### src/rtl/cdc_bus_arbiter.sv
`timescale 1ns/1ps
// cdc_bus_arbiter: round-robin arbiter that feeds one word at a time into a
// clock-domain-crossing bus. It uses a strobe/busy handshake and counts the
// completed transfers. An acknowledge that takes too long sets a sticky error.
module cdc_bus_arbiter #(
    parameter int size    = 7,
    parameter int N       = 4,
    parameter int TIMEOUT = 255
) (
    input  logic                  clkA,
    input  logic                  rstA_n,
    input  logic [N-1:0]          req,
    input  logic [N*(size+1)-1:0] data_in,
    output logic [N-1:0]          gnt,
    input  logic                  Busy_clkA,
    output logic                  FlagIn_clkA,
    output logic [size:0]         BusIn,
    output logic [2:0]            gnt_id,
    output logic [15:0]           xfer_cnt,
    output logic                  err_timeout
);
    localparam int W = size + 1;

    typedef enum logic [1:0] {IDLE, ISSUE, WAIT_ACK} state_t;

    state_t       state, stateNext;
    logic [15:0]  waitCnt;
    logic [7:0]   reqExt;
    logic [W-1:0] words [8];
    logic [2:0]   winIdx, cand;
    logic         winFound, start, ackSeen, atLimit;

    // Widen requests and words to 8 slots so a 3-bit index is always in range
    always_comb begin
        reqExt        = '0;
        reqExt[N-1:0] = req;
        for (int k = 0; k < 8; k++) words[k] = '0;
        for (int k = 0; k < N; k++) words[k] = data_in[k*W +: W];
    end

    // Round-robin search: begin at the slot after the last grant and wrap
    always_comb begin
        winIdx   = gnt_id;
        winFound = 1'b0;
        cand     = '0;
        for (int i = 1; i <= N; i++) begin
            cand = 3'((int'(gnt_id) + i) % N);
            if (!winFound && reqExt[cand]) begin
                winIdx   = cand;
                winFound = 1'b1;
            end
        end
    end

    // Handshake qualifiers. Busy is ignored on the first WAIT_ACK cycle
    // because the crossing raises it one cycle after the strobe.
    always_comb begin
        start   = (state == IDLE) && winFound && !Busy_clkA;
        ackSeen = (state == WAIT_ACK) && (waitCnt != 16'd0) && !Busy_clkA;
        atLimit = (waitCnt == 16'(TIMEOUT));
    end

    // FSM next-state logic
    always_comb begin
        stateNext = state;
        case (state)
            IDLE:     if (start) stateNext = ISSUE;
            ISSUE:    stateNext = WAIT_ACK;
            WAIT_ACK: if (ackSeen) stateNext = IDLE;
            default:  stateNext = IDLE;
        endcase
    end

    // FSM state register
    always_ff @(posedge clkA) begin
        if (!rstA_n) state <= IDLE;
        else         state <= stateNext;
    end

    // Registered outputs: strobe/grant pulse, latched word, counters, sticky error
    always_ff @(posedge clkA) begin
        if (!rstA_n) begin
            FlagIn_clkA <= 1'b0;
            gnt         <= '0;
            BusIn       <= '0;
            gnt_id      <= 3'(N - 1);
            xfer_cnt    <= '0;
            err_timeout <= 1'b0;
            waitCnt     <= '0;
        end else begin
            FlagIn_clkA <= 1'b0;
            gnt         <= '0;
            xfer_cnt    <= xfer_cnt + {15'd0, ackSeen};
            if (start) begin
                FlagIn_clkA <= 1'b1;
                gnt         <= N'(1) << winIdx;
                BusIn       <= words[winIdx];
                gnt_id      <= winIdx;
            end
            if (state == ISSUE) begin
                waitCnt <= '0;
            end else if (state == WAIT_ACK && !ackSeen) begin
                // Saturate at the limit; Busy still high there means a timeout
                if (atLimit) begin
                    if (Busy_clkA) err_timeout <= 1'b1;
                end else begin
                    waitCnt <= waitCnt + 16'd1;
                end
            end
        end
    end
endmodule

### config.mk
export PLATFORM = sky130hd
export DESIGN_NAME = cdc_bus_arbiter
export DESIGN_NICKNAME = d
export VERILOG_FILES = /design/src/rtl/cdc_bus_arbiter.sv
export SDC_FILE = /design/constraint.sdc
export NUM_CORES = 1
export LEC_CHECK = 0
export BUFFER_PORTS_ARGS = -buffer_cell sky130_fd_sc_hd__buf_2
export CORE_MARGIN = 1
export CORE_UTILIZATION = 30
export DETAILED_ROUTE_END_ITERATION = 7
export GPL_TIMING_DRIVEN = 1
export PLACE_DENSITY = 0.6
export SLEW_MARGIN = 10
export SYNTH_ARGS = -nofsm -noshare
export SYNTH_HDL_FRONTEND = slang
export SYNTH_SLANG_ARGS = --single-unit
export TNS_END_PERCENT = 10
### constraint.sdc
create_clock -name clkA -period 2.96 [get_ports clkA]
set_clock_uncertainty 0.05 [all_clocks]
set_input_delay 0 -clock clkA [delete_from_list [all_inputs] [get_ports clkA]]
set_output_delay 0 -clock clkA [all_outputs]
set_load 0.05 [all_outputs]
# Word level (Yosys, flattened, before mapping)
# Index checks and enable logic that the tools add are counted.
classes:
  add_sub_neg: 6
  mul: 0
  n_div: 0
  n_lt_le_gt_ge: 5
  eq_ne: 5
  n_shift: 1
  mux: 23
  bitwise: 8
  n_reduce_logical: 24
op_table:
  columns: ["op", "count"]
  rows:
  - ["binary-select mux 8 bit (select 3 bit)", 1]
  - ["adder 16 x 1 -> 16 bit", 1]
  - ["adder 16 x 1 -> 16 bit, second input constant", 1]
  - ["equality test 16 x 8 -> 1 bit, second input constant", 1]
  - ["< comparator 3 x 4 -> 1 bit, second input constant", 4]
  - ["2-to-1 mux 8 bit", 2]
  - ["nonzero test 16 bit", 1]
  - ["binary-select mux 1 bit (select 3 bit)", 4]
  - ["2-to-1 mux 3 bit", 4]
  - ["OR reduction 2 bit", 5]
  - ["2-to-1 mux 1 bit", 9]
  - ["logical AND 1 bit", 8]
  - ["one-hot mux 2 bit (3 select lines)", 1]
  - ["AND reduction 2 bit", 3]
  - ["logical NOT 1 bit", 5]
  - ["adder 2 x 1 -> 2 bit, second input constant", 2]
  - ["adder 2 bit, second input constant", 2]
  - ["AND 1 bit, first input constant", 4]
  - ["greater-or-equal comparator 4 bit, second input constant", 1]
  - ["2-to-1 mux 2 bit", 2]
  - ["inequality test 2 bit, second input constant", 2]
  - ["NOT 3 -> 4 bit", 1]
  - ["AND reduction 4 bit", 1]
  - ["<< shifter 1 x 3 -> 4 bit, first input constant", 1]
  - ["4 further kinds", 6]
word_totals:
  register_bits: 51
  latch_bits: 0
  mem_bits_rw: 0
  rom_bits: 0
  word_cells: 80
  memories: 0

# Depth between registers and ports, before layout
# Gate-level depths: netlist (run 1).
depth:
  depth_word: 19
  ltp_mapped: 12

# Least setup slack after synthesis (run 1)
# No wires, ideal clock.
synth_path:
  kind: "flip-flop to flip-flop"
  from: "register waitCnt[0]"
  to: "register xfer_cnt[14]"
  setup_time_ps: 128
  t_arrival_ps: 2285
  required_time_ps: 2782
  slack_ps: 497
  path_stages_with_launch: 13
  n_path_buf: 0
  path_cell_list: "dfxtp_1 inv_1 ha_1 nor4b_1 a41o_1 nor2_1 ha_1 ha_1 nand2_1 nor4_1 nand3_1 xor2_1 nor2_1"
synth_via:
  elab_chain_cells: 4
synth_rtl:
  columns: ["element", "line_no", "text"]
  rows:
  - ["start, declared", "27", "logic [15:0] waitCnt;"]
  - ["start signal, assigned", "107", "waitCnt <= waitCnt + 16'd1;"]
  - ["nonzero test 16 bit", "59", "ackSeen = (state == WAIT_ACK) && (waitCnt != 16'd0) && !Busy_clkA;"]
  - ["logical AND 1 bit (2 in a row)", "59", null]
  - ["adder 16 x 1 -> 16 bit", "93", "xfer_cnt <= xfer_cnt + {15'd0, ackSeen};"]
  - ["end signal, assigned", "93", null]
  - ["end, declared", "19", "output logic [15:0] xfer_cnt,"]
# No other way between the ends.
# A chain may end at the register's enable or synchronous reset.

# Worst setup path after layout (run 1)
layout_path:
  from: "register state[0]"
  to: "register BusIn[1]"
layout_via:
  elab_chain_cells: 3
layout_rtl:
  columns: ["element", "line_no", "text"]
  rows:
  - ["start, declared", "26", "state_t state, stateNext;"]
  - ["start signal, assigned", "77", "else state <= stateNext;"]
  - ["logical NOT 2 bit", "58", "start = (state == IDLE) && winFound && !Busy_clkA;"]
  - ["logical AND 1 bit (2 in a row)", "58", null]
  - ["end signal, assigned", "97", "BusIn <= words[winIdx];"]
  - ["end, declared", "17", "output logic [size:0] BusIn,"]
# No other way between the ends.

==> impl_metrics.toml, run 1 <==
[power_and_ir_drop]
power.switching_fraction_pct = 30.4
power_switching_mw = 0.428
irDropWorstVdd_v = 0.000221
power_density_nw_per_um2 = 450
comb_power_share_pct = 20.3
intPower_mw = 0.980
sequentialPowerShare_pct = 51.8
power.clock.fraction_pct = 27.9
power.leakage_nw = 1.29

[sta]
final_setup_viols = 0
report.final.hold_viol_count = 0
max_clock_freq_mhz = 391
tightestPinTransition_ns = 0.757
share_of_the_clock_period_used_by_the_worst_path_after_layout_pct = 86.4
finalSetupTns_ns = 0
maxSlewViolCount = 0
grt_setup_unrepaired = "false"
timing.slew.headroom_pct = 49.5
period_minus_slack_ns = 2.56

[die]
initial_utilization_pct = 31.2
die-width_um = 92.2
placeableCoreArea_sq_um = 7810
die_h_um = 92.2
fp.dieArea_sq_um = 8490
placementRows = 32
ioPinCount = 72

[setup_path]
worst_ep_arrival_time_ns = 2.76
regToRegSetupSlack_ns = 0.40
critPathMaxStageDelay_ns = 0.58
cp_cell_sequence = "nor4b_2 > nand2_4 > and3b_1 > a32oi_1 > o211ai_1 > dlygate4sd3_1"
timing.critical_path.max_delay_family = "simple AND/OR/NAND/NOR gates"
worst_setup_path_end_kind = "register"
timing.critical_path.slowest_stage_cell = "sky130_fd_sc_hd__and3b_1"
timing.critical_path.buf_inv = 1
crit_required_ns = 3.16
crit_path_max_fanout = 16
startpoint_type = "register"
timing.setup.critical_path_class = "reg -> reg"

[grt]
first_pass_grt_wire_length_um = 9850
largest_net_degree_at_the_start_of_global_routing = 20
grt_util_all_layers_pct = 14.3
grt_antenna_before_repair = 0
first_global_vias = 2232
globalRoute.totalOverflow = 0

[yosys]
async_reset_ff_share_pct = 0
synth_warnings = 0
synth_largest_area_cell = "sky130_fd_sc_hd__dfxtp_1"
synth.top_cell.area_share_pct = 41.9
total_standard_cell_area_after_synthesis_sq_um = 2440
synth_most_common_cell = "sky130_fd_sc_hd__dfxtp_1"
post_synth_edffs = 0
synthesis.area_per_instance_sq_um = 8.77
yosys-top-cells-area = "sky130_fd_sc_hd__dfxtp_1 42%, sky130_fd_sc_hd__nand3_1 5.3%, sky130_fd_sc_hd__nor2_1 3.8%"
yosysUniqueCellTypes = 41
syn-instance-count = 278
synth_top_cells_by_count = "51 x sky130_fd_sc_hd__dfxtp_1, 26 x sky130_fd_sc_hd__nand3_1, 25 x sky130_fd_sc_hd__nor2_1"
synthesis.nets = 321
synth_top_flop_cell = "sky130_fd_sc_hd__dfxtp_1"
synth_seq_area_share_pct = 41.9
synthesized_flop_and_latch_total = 51

[cts]
clk-insertion-delay-late_ns = 0.30
cts_root_buf = "sky130_fd_sc_hd__clkbuf_8"
cts_buffer_depth = 2
number_of_sinks_handled_by_clock_tree_synthesis = 51
cts_tree = "yes"
deepest_level_of_the_cts_h_tree = 2
post_cts_buffers = 0
cts.clk_slew.worst_paths_ns = 0.09
number_of_buffers_added_by_the_clock_tree_synthesis_step = 5

[placed_design]
detailedPlacementHpwl_um = 4120
port_buffers = 71
placedCellCount = 442
globalplace.congestion = 0.811

[finish]
antenna_cells_inserted = 0
fin_cells = 467
area.growth.synth_to_final_pct = 28.2
layout.area.seq_sq_um = 1020
layout.filler_cells = 821
final_nets = 407
multi_input_area_sq_um = 1330
drive_above_1_share_pct = 24.1

[outcome]
outcome = "complete, no violations"

[routing]
vias_per_cell = 5.09
detail_route.iter0.violations = 65
vias = 2375
routed_wire_length_per_instance_um = 12.4
drt_first_pass_iters = 4
drc_errors = 0
antenna_violating_nets_post_route = 0
wl_um = 5780

[min_path]
hp-class = "in -> reg"

[job]
max_cap_viol_count = 0
## per-stage QoR
step           hold WS (ns)  cell area (sq um)  total power [mW]  setup slack, ns  utilization (%)
2_1_floorplan        0.0389               2440             0.927            0.497                -
3_3_place_gp          0.183               2870             0.996            0.369             36.7
3_5_place_dp          0.197               2870             0.998            0.241             36.7
4_1_cts              0.0338               3120              1.43            0.227             40.0
5_1_grt              0.0562               3130              1.48            0.151             40.0
6_report             0.0474               3130              1.41            0.402             40.0
## registers in the layout (all words and copies together) (netlist names)
name         count
FlagIn_clkA      1
gnt_id           3
state            2
err_timeout      1
BusIn            8
gnt              4
waitCnt         16
xfer_cnt        16
## cells in the final DEF, fill, tap and decap left out, types with 2 or more instances in the layout
master                          Yosys  routed
sky130_fd_sc_hd__buf_2              1      71
sky130_fd_sc_hd__dfxtp_1           51      51
sky130_fd_sc_hd__nand3_1           26      26
sky130_fd_sc_hd__nor2_1            25      25
sky130_fd_sc_hd__nand2_1           18      18
sky130_fd_sc_hd__a21oi_1           18      18
sky130_fd_sc_hd__dlygate4sd3_1      0      17
sky130_fd_sc_hd__or3_1             12      12
sky130_fd_sc_hd__o21ai_1           10      10
sky130_fd_sc_hd__xnor2_1           10      10
sky130_fd_sc_hd__o211ai_1           9       9
sky130_fd_sc_hd__nor3_1             9       8
sky130_fd_sc_hd__nand4_1            8       8
sky130_fd_sc_hd__mux2i_1            8       8
sky130_fd_sc_hd__a32oi_1            8       8
sky130_fd_sc_hd__xor2_1             7       7
sky130_fd_sc_hd__inv_1              6       6
sky130_fd_sc_hd__clkbuf_8           0       5
sky130_fd_sc_hd__nand2b_1           4       4
sky130_fd_sc_hd__and2_1             4       4
sky130_fd_sc_hd__ha_1               4       4
sky130_fd_sc_hd__nor2b_1            3       3
sky130_fd_sc_hd__and4_1             3       3
sky130_fd_sc_hd__o21ai_0            3       3
sky130_fd_sc_hd__nor4_1             4       3
sky130_fd_sc_hd__nor4_2             1       2
sky130_fd_sc_hd__and3_1             2       2
sky130_fd_sc_hd__nor3b_1            2       2
## path summary, 6_finish.rpt
check,start,to,cells after the start
worst min-delay path,req[2],state[0],4
worst max-delay path,state[0],BusIn[1],6
worst min register to register,gnt_id[2],gnt_id[2],1
worst max register to register,state[0],BusIn[1],6
## tightest hold or removal path: cells and delay by family
family,cells,cell delay (ns)
buf+inv,2,0.16
simple gates,2,0.22
## layout make-up
type,count,share of cell area [%]
timing repair buffer,89,17.0
clock buffer,6,2.32
inverter,7,0.840
multi-input combinational,210,42.7
clock inverter,2,0.400
tap,102,4.08
sequential,51,32.7
## timing repair
action | CTS | global route
endpoints found under the hold margin | 12 | 0
hold buffers | 17 | 0
gates resized for setup | 0 | 1
endpoints found under the setup margin | 0 | 2
## power by group through the flow
stage / logic [mW] / clock network [mW] / registers, mW
after CTS: 0.284 / 0.417 / 0.728
after detailed placement: 0.255 / 0 / 0.743
after global routing: 0.308 / 0.441 / 0.733
after global placement: 0.252 / 0 / 0.744
final: 0.286 / 0.393 / 0.729
after floorplan: 0.109 / 0 / 0.818
## per-layer routing
metal  global-route usage, %  share of wire [%]  vias up
met5                       0                  0        -
met4                    4.69                1.4        0
met3                    3.90                6.7        9
met2                    24.7                 46       83
met1                    17.1                 46     1092
li1                        -                  -     1191
## cell families (layout without fill, tap and decap cells)
group           after synthesis  count (layout)  share of synthesized area [%]
simple gates                129             129                           29.4
compound gates               52              52                           13.3
flops                        51              51                           41.9
xor+xnor                     17              17                           6.11
buf+inv                      17             104                           3.90
mux                           8               8                           3.28
fa+ha+maj                     4               4                           2.05
Note: power is estimated with default switching activity, not from simulation.
==> run 2: changes to the inputs <==
--- a/config.mk
+++ b/config.mk
@@ -7,10 +7,11 @@
 export LEC_CHECK = 0
 export BUFFER_PORTS_ARGS = -buffer_cell sky130_fd_sc_hd__buf_2
 export CORE_MARGIN = 1
-export CORE_UTILIZATION = 30
+export CORE_UTILIZATION = 53
+export CTS_BUF_LIST = sky130_fd_sc_hd__clkbuf_2 sky130_fd_sc_hd__clkbuf_4 sky130_fd_sc_hd__clkbuf_8
 export DETAILED_ROUTE_END_ITERATION = 7
 export GPL_TIMING_DRIVEN = 1
-export PLACE_DENSITY = 0.6
+export PLACE_DENSITY = 0.91
 export SLEW_MARGIN = 10
 export SYNTH_ARGS = -nofsm -noshare
 export SYNTH_HDL_FRONTEND = slang
==> run 2 against run 1 <==
Compared with the run above:
- setup slack worse by 0.13 ns
- via count rose by 4.8%
- sequential cell count is the same
- sequential power about the same
- global-route usage is 13 points higher
- combinational power grew 3%
- utilization grew 30 points
- maximum frequency fell by 4.8%
- count of clock-buffer cells in the layout up 1
==> impl_metrics.toml, run 2 (same netlist as run 1, synthesis figures left out) <==
[sta]
finalSetupTns_ns = 0
timing.slew.headroom_pct = 49.3
final_setup_viols = 0
max_clock_freq_mhz = 372
period_minus_slack_ns = 2.69
maxSlewViolCount = 0
report.final.hold_viol_count = 0
share_of_the_clock_period_used_by_the_worst_path_after_layout_pct = 90.8
grt_setup_unrepaired = "false"
tightestPinTransition_ns = 0.760

[min_path]
hp-class = "in -> reg"

[cts]
post_cts_buffers = 0
clk-insertion-delay-late_ns = 0.31
cts.clk_slew.worst_paths_ns = 0.10
cts_root_buf = "sky130_fd_sc_hd__clkbuf_8"
deepest_level_of_the_cts_h_tree = 2
number_of_buffers_added_by_the_clock_tree_synthesis_step = 5
number_of_sinks_handled_by_clock_tree_synthesis = 51
cts_buffer_depth = 2
cts_tree = "yes"

[finish]
layout.area.seq_sq_um = 1020
area.growth.synth_to_final_pct = 26.4
final_cell_mix = "71 x sky130_fd_sc_hd__buf_2, 51 x sky130_fd_sc_hd__dfxtp_1, 26 x sky130_fd_sc_hd__nand3_1"
drive_above_1_share_pct = 24.4
fin_cells = 417
final_common_cell = "sky130_fd_sc_hd__buf_2"
antenna_cells_inserted = 0
multi_input_area_sq_um = 1330
final_nets = 407
finish.instance_area_sq_um = 3080
layout.filler_cells = 335
biggest_registers_after_layout = "waitCnt: 16 flops, xfer_cnt: 16 flops, BusIn: 8 flops"

[setup_path]
worst_setup_path_end_kind = "register"
timing.setup.critical_path_class = "reg -> reg"
timing.critical_path.slowest_stage_cell = "sky130_fd_sc_hd__and3b_1"
startpoint_type = "register"
critPathMaxStageDelay_ns = 0.61
worst_ep_arrival_time_ns = 2.90
crit_required_ns = 3.17
cp_cell_sequence = "nor4b_2 > nand2_4 > and3b_1 > a32oi_1 > o211ai_1 > dlygate4sd3_1"
crit_path_max_fanout = 16

[routing]
vias_per_cell = 5.97
antenna_violating_nets_post_route = 0
vias = 2489
routed_wire_length_per_instance_um = 15.7
drt_first_pass_iters = 4
detail_route.iter0.violations = 184
drc_errors = 0
wl_um = 6560

[power_and_ir_drop]
irDropWorstVdd_v = 0.000318
power_density_nw_per_um2 = 477
power.leakage_nw = 1.30
power_mw = 1.47

[placed_design]
port_buffers = 71
globalplace.congestion = 0.814
detailedPlacementHpwl_um = 4060
placedCellCount = 392
dpl-instance-area_sq_um = 2800

[grt]
grt_antenna_before_repair = 0
first_global_vias = 2376
grt_util_all_layers_pct = 27.4
globalRoute.totalOverflow = 0
first_pass_grt_wire_length_um = 10800
largest_net_degree_at_the_start_of_global_routing = 20

[die]
placementRows = 24
die-width_um = 69.8
fp.dieArea_sq_um = 4880
die_h_um = 69.8
ioPinCount = 72
initial_utilization_pct = 55.6
placeableCoreArea_sq_um = 4380

[outcome]
outcome = "complete, no violations"

[job]
max_cap_viol_count = 0
[run 2: cell types whose count changed in the layout (fill, tap and decap cells not counted)]
cell / previous run / this run
sky130_fd_sc_hd__clkinv_2: 1 / 0
sky130_fd_sc_hd__clkbuf_1: 1 / 0
sky130_fd_sc_hd__clkbuf_8: 5 / 7
[run 2: repair_timing]
item / in CTS / in global routing
gates resized for setup: 0 / 1
hold buffers: 17 / 0
endpoints found under the hold margin: 12 / 0
endpoints found under the setup margin: 0 / 1
[run 2: cell type report]
type,instances,area share [%]
Clock buffer,7,3.12
Clock inverter,1,0.244
Inverter,7,0.852
Multi-Input combinational cell,210,43.3
Sequential cell,51,33.1
Tap cell,52,2.11
Timing Repair Buffer,89,17.3
[run 2: metrics by stage]
| step | utilization [%] | setup slack, ns | hold WS (ns) |
|---|---|---|---|
| floorplan | - | 0.497 | 0.0389 |
| global placement | 63.9 | 0.400 | 0.181 |
| detailed placement | 63.9 | 0.210 | 0.194 |
| CTS | 70.2 | 0.161 | 0.0236 |
| global route | 70.3 | 0.0669 | 0.0555 |
| finish | 70.3 | 0.273 | 0.0326 |
[run 2: critical path: cells and delay by family, from the launching register on]
family | cells | cell delay, ns
flops | 1 | 0.37
simple gates | 3 | 1.26
compound gates | 2 | 0.36
buf+inv | 1 | 0.59
[run 2: where the power goes]
group          switching (mW)  leakage [nW]  internal, mW
clock network           0.233        0.0505         0.213
logic                   0.190         0.835         0.104
registers              0.0211         0.413         0.711
[run 2: metal layers]
layer	track usage, %	wire [um]
met1	31.6	2560
met2	49.3	3420
met3	5.09	368
met4	11.6	223
met5	0	0
[run 2: worst paths after layout]
check	start	endpoint	slack, ns	cells after the start
min	Busy_clkA	state[0]	0.03	4
max	state[0]	BusIn[3]	0.27	6
min reg2reg	gnt_id[2]	gnt_id[2]	0.42	1
max reg2reg	state[0]	BusIn[3]	0.27	6
